--- src/rtl/pulse_stretcher.sv ---
// Turns single-cycle request pulses on din into HIGH_CYCLES-wide phases on dout, each
// followed by a GAP_CYCLES low guard. Requests that arrive while busy are queued up to MAX_PEND.
module pulse_stretcher #(
  parameter int HIGH_CYCLES = 4,
  parameter int GAP_CYCLES  = 2,
  parameter int MAX_PEND    = 3,
  parameter int RETRIGGER   = 0,
  localparam int PW         = $clog2(MAX_PEND + 1)
) (
  input  logic          clk,
  input  logic          resetn,
  input  logic          din,
  output logic          dout,
  output logic          busy,
  output logic [PW-1:0] pend_cnt,
  output logic          ovf
);

  localparam int MAXC = (HIGH_CYCLES > GAP_CYCLES) ? HIGH_CYCLES : GAP_CYCLES;
  localparam int CW   = (MAXC > 1) ? $clog2(MAXC) : 1;

  localparam logic [CW-1:0] H_LOAD   = CW'(HIGH_CYCLES - 1);
  localparam logic [CW-1:0] G_LOAD   = CW'(GAP_CYCLES - 1);
  localparam logic [PW-1:0] PEND_MAX = PW'(MAX_PEND);
  localparam bit            RETRIG   = (RETRIGGER != 0);

  typedef enum logic [1:0] {
    S_IDLE = 2'd0,
    S_HIGH = 2'd1,
    S_GAP  = 2'd2
  } state_t;

  state_t          state_q, state_d;
  logic [CW-1:0]   cnt_q, cnt_d;
  logic [PW-1:0]   pend_q, pend_d;
  logic            ovf_d;
  logic            enq;
  logic            dout_q, busy_q, ovf_q;

  function automatic logic [PW-1:0] pend_inc_sat(input logic [PW-1:0] p);
    return (p == PEND_MAX) ? p : p + PW'(1);
  endfunction

  function automatic logic [PW-1:0] pend_dec_sat(input logic [PW-1:0] p);
    return (p == '0) ? p : p - PW'(1);
  endfunction

  function automatic logic [CW-1:0] cnt_dec(input logic [CW-1:0] c);
    return (c == '0) ? c : c - CW'(1);
  endfunction

  always_comb begin
    state_d = state_q;
    cnt_d   = cnt_q;
    pend_d  = pend_q;
    ovf_d   = 1'b0;
    enq     = 1'b0;

    case (state_q)
      S_IDLE: begin
        if (din) begin
          state_d = S_HIGH;
          cnt_d   = H_LOAD;
        end
      end

      S_HIGH: begin
        if (din && RETRIG) begin
          // Retrigger extends the current phase, even on its final cycle.
          cnt_d = H_LOAD;
        end else begin
          enq = din;
          if (cnt_q != '0) begin
            cnt_d = cnt_dec(cnt_q);
          end else begin
            state_d = S_GAP;
            cnt_d   = G_LOAD;
          end
        end
      end

      S_GAP: begin
        if (cnt_q != '0) begin
          cnt_d = cnt_dec(cnt_q);
          enq   = din;
        end else if (pend_q != '0) begin
          // One queued request is served; a simultaneous din takes its slot.
          state_d = S_HIGH;
          cnt_d   = H_LOAD;
          pend_d  = din ? pend_q : pend_dec_sat(pend_q);
        end else if (din) begin
          state_d = S_HIGH;
          cnt_d   = H_LOAD;
        end else begin
          state_d = S_IDLE;
          cnt_d   = '0;
        end
      end

      default: begin
        state_d = S_IDLE;
        cnt_d   = '0;
      end
    endcase

    if (enq) begin
      if (pend_q < PEND_MAX) begin
        pend_d = pend_inc_sat(pend_q);
      end else begin
        ovf_d = 1'b1;
      end
    end
  end

  always_ff @(posedge clk or negedge resetn) begin
    if (!resetn) begin
      state_q <= S_IDLE;
      cnt_q   <= '0;
      pend_q  <= '0;
      ovf_q   <= 1'b0;
      dout_q  <= 1'b0;
      busy_q  <= 1'b0;
    end else begin
      state_q <= state_d;
      cnt_q   <= cnt_d;
      pend_q  <= pend_d;
      ovf_q   <= ovf_d;
      dout_q  <= (state_d == S_HIGH);
      busy_q  <= (state_d != S_IDLE);
    end
  end

  assign dout     = dout_q;
  assign busy     = busy_q;
  assign pend_cnt = pend_q;
  assign ovf      = ovf_q;

`ifndef SYNTHESIS
  a_pend_bound: assert property (@(posedge clk) disable iff (!resetn) pend_q <= PEND_MAX);
  a_ovf_full:   assert property (@(posedge clk) disable iff (!resetn) ovf_q |-> (pend_q == PEND_MAX));
  a_dout_state: assert property (@(posedge clk) disable iff (!resetn) dout_q == (state_q == S_HIGH));
  a_busy_state: assert property (@(posedge clk) disable iff (!resetn) busy_q == (state_q != S_IDLE));
`endif

endmodule

--- config.mk ---
export PLATFORM = sky130hd
export DESIGN_NAME = pulse_stretcher
export DESIGN_NICKNAME = d
export VERILOG_FILES = /design/src/rtl/pulse_stretcher.sv
export SDC_FILE = /design/constraint.sdc
export NUM_CORES = 1
export LEC_CHECK = 0
export BUFFER_PORTS_ARGS = -buffer_cell sky130_fd_sc_hd__clkbuf_2
export CAP_MARGIN = 20
export CORE_AREA = 2 2 39 41
export CTS_BUF_LIST = sky130_fd_sc_hd__clkbuf_2 sky130_fd_sc_hd__clkbuf_4 sky130_fd_sc_hd__clkbuf_8
export CTS_CLUSTER_SIZE = 12
export DETAILED_ROUTE_END_ITERATION = 12
export DIE_AREA = 0 0 41 43
export PLACE_DENSITY = 0.75
export SETUP_SLACK_MARGIN = 0.5
export SLEW_MARGIN = 0
export SYNTH_ARGS = -nofsm -noshare
export SYNTH_HDL_FRONTEND = slang
export SYNTH_SLANG_ARGS = --single-unit
--- constraint.sdc ---
create_clock -name clk -period 2 [get_ports clk]
set_input_delay 0.2 -clock clk [delete_from_list [all_inputs] [get_ports clk]]
set_output_delay 0.2 -clock clk [all_outputs]
set_load 0.05 [all_outputs]
==> flow_metrics.tcl <==
set metrics [dict create \
    cp.required_ns 2.17 \
    cts_root_buf "clkbuf_4" \
    async_flop_share_pct 100 \
    critPathSlowestCell "or4b_4" \
    path_class "reg -> reg" \
    synth_fp_nets 74 \
    drc 0 \
    ys.flop_type "dfrtp_1" \
    cp_top_family "simple AND/OR/NAND/NOR gates" \
    viasPerCell 5.70 \
    powerDensity_nw_per_um2 1830 \
    io_buffer_count 7 \
    min_period_over_period_pct 80.7 \
    syn-cell-area_um2 633 \
    cellLeakagePower_nw 0.384 \
    core_um2 1380 \
    status "finished, final reports clean" \
    syn_inst 64 \
    finalMaxSlewViolations 0 \
    ir_drop_uv 1110 \
    dieHeight_um 43 \
    cp_num_buf_inv 1 \
    synthTopCellsByCount "9 x dfrtp_1, 8 x inv_1, 7 x ha_1, 4 x o211ai_1, 4 x o21ai_0" \
    layout.nets 97 \
    postRouteWirelength_um 1580 \
    num_vias 581 \
    die_area_um2 1760 \
    boundaryPins 8 \
    post-dp-hpwl_um 915 \
    fmax_mhz 620 \
    ys_warn_count 0 \
    hold_viol 0 \
    fin_crit_ns 1.61 \
    syn2layout_area_growth_pct 41.5 \
    fin_setup_tns_ns 0 \
    ys_seq_area_share_pct 35.6 \
    synth.area.top_cells "dfrtp_1 36%, ha_1 14%, inv_1 4.7%" \
    start_util_pct 45.8 \
    finalSetupViolations 0 \
    slew_headroom_pct 72.8 \
    yosysTopAreaCellShare_pct 35.6 \
    synth_top_cell_by_area "dfrtp_1" \
    overflow 0 \
    synthDistinctLibCells 29 \
    htreeDepth 1 \
    endpoint_kind "register" \
    grt_pass1_vias 528 \
    cts_tree "yes" \
    cp_cell_sequence "inv_2 > ha_4 > or4b_4 > or3b_1 > o211ai_1" \
    ant_nets 0 \
    wire_per_inst_um 15.5 \
    grt_start_max_net_pins 11 \
    antenna_cells 0 \
    post-synth-top-count-cell "dfrtp_1" \
    tightest_slew_ns 0.405 \
    syn_area_per_cell_um2 9.89 \
    synth-edff-count 0 \
    dr.pass1.iters 4 \
    antenna_found_initial 0 \
    clk_pin_slew_ns 0.06 \
    ys_ff_latch 9 \
    grt_usage_pct 21.2 \
    slowest_delay_ns 0.46 \
    die_w_um 41 \
    critPathLaunchType "register" \
    clock-sinks 9 \
    drv_cap 0 \
    clock_latency_ns 0.26 \
    grt_pass1_wl_um 2450 \
    rsz0062_at_grt "true" \
    critPathArrivalTime_ns 1.78 \
    cts-buffers-inserted 3 \
    crit_fanout 3 \
    hold_ws_ns 0.324 \
    drt_iter0_drc 9 \
    rows 14 \
    clockBufferDepth 2 \
    drive_above_1_share_pct 52.3 \
    finalWeightedCongestion 0.891 \
    hold_path_class "in -> async" \
    fin_skew_ns 0.00765 \
]
[stage by stage]
| stage | instances | instance area, um^2 | setup slack [ns] | util [%] | power, mW |
|---|---|---|---|---|---|
| 2_1_floorplan | 64 | 638 | 0.334 | - | 0.928 |
| 3_3_place_gp | 85 | 678 | 0.306 | 49.0 | 1.08 |
| 3_5_place_dp | 85 | 678 | 0.233 | 49.0 | 1.09 |
| 4_1_cts | 98 | 820 | 0.376 | 59.2 | 1.43 |
| 5_1_grt | 102 | 896 | 0.322 | 64.7 | 1.76 |
| 6_report | 102 | 896 | 0.386 | 64.7 | 1.64 |
[where the power goes]
part	switching (mW)	internal, mW
registers	0.0944	0.272
clock network	0.0617	0.0903
logic	0.609	0.512
total	0.765	0.875
[final timing paths]
check                           cells past startpoint  slack (ns)                       to                 start
worst max-delay path                                5        0.39  pend_cnt[0]$_DFFE_PN0P_  state_q[0]$_DFF_PN0_
worst min-delay path                                2        0.32            ovf$_DFF_PN0_                resetn
worst max register to register                      5        0.39  pend_cnt[0]$_DFFE_PN0P_  state_q[0]$_DFF_PN0_
worst min register to register                      1        0.66     cnt_q[1]$_DFFE_PN0P_  cnt_q[1]$_DFFE_PN0P_
max in group asynchronous                           2        1.47  pend_cnt[0]$_DFFE_PN0P_                resetn
min in group clk                                    3        0.38     cnt_q[0]$_DFFE_PN0P_                   din
[layout by cell type (no fill, tap or decap), types with 2 or more instances in the layout]
cell,instances
o21ai_0,3
a2111o_1,2
and2_1,2
dfrtp_1,7
or4b_4,2
ha_2,2
o211ai_1,4
ha_4,4
inv_1,3
buf_4,11
clkbuf_2,7
nand2_1,2
nor2_1,3
inv_2,5
dfrtp_2,2
clkbuf_4,4
nand2b_1,2
o21ai_1,2
[cells by family after synthesis]
logic type,Yosys count,share of synthesized area [%]
AO/OA/AOI/OAI,22,26.1
AND/OR/NAND/NOR,16,17.4
buffers and inverters,10,7.11
flip-flops,9,35.6
adder cells (fa/ha/maj),7,13.8
[routing by layer]
layer  GRT usage (%)  up-vias  part of all wire, %
met5               0        -                    0
met4            4.00        0                 0.76
met3            7.85        4                  3.8
met2            33.8       14                   53
met1            26.6      280                   43
li1                -      283                    -
[flip-flops by register name, summed over array words and instances, names as in the netlist]
signal / flops
busy: 1
ovf: 1
dout: 1
cnt_q: 2
pend_cnt: 2
state_q: 2
[what timing repair did]
action / in CTS / in global routing
pin swaps: 3 / 5
endpoints found under the setup margin: 6 / 9
setup buffers: 8 / 4
hold buffers: 1 / 0
endpoints found under the hold margin: 9 / 0
cloned: 0 / 0
gates resized for setup: 11 / 13
[area by class of cell]
type,instances,area (um^2)
flip-flops and latches,9,228
well taps,16,20.0
multi-input cells,45,449
clock buffers,4,30.0
fillers,110,488
inverters,8,30.0
repair buffers,20,139
(Power assumes the default switching activity.)
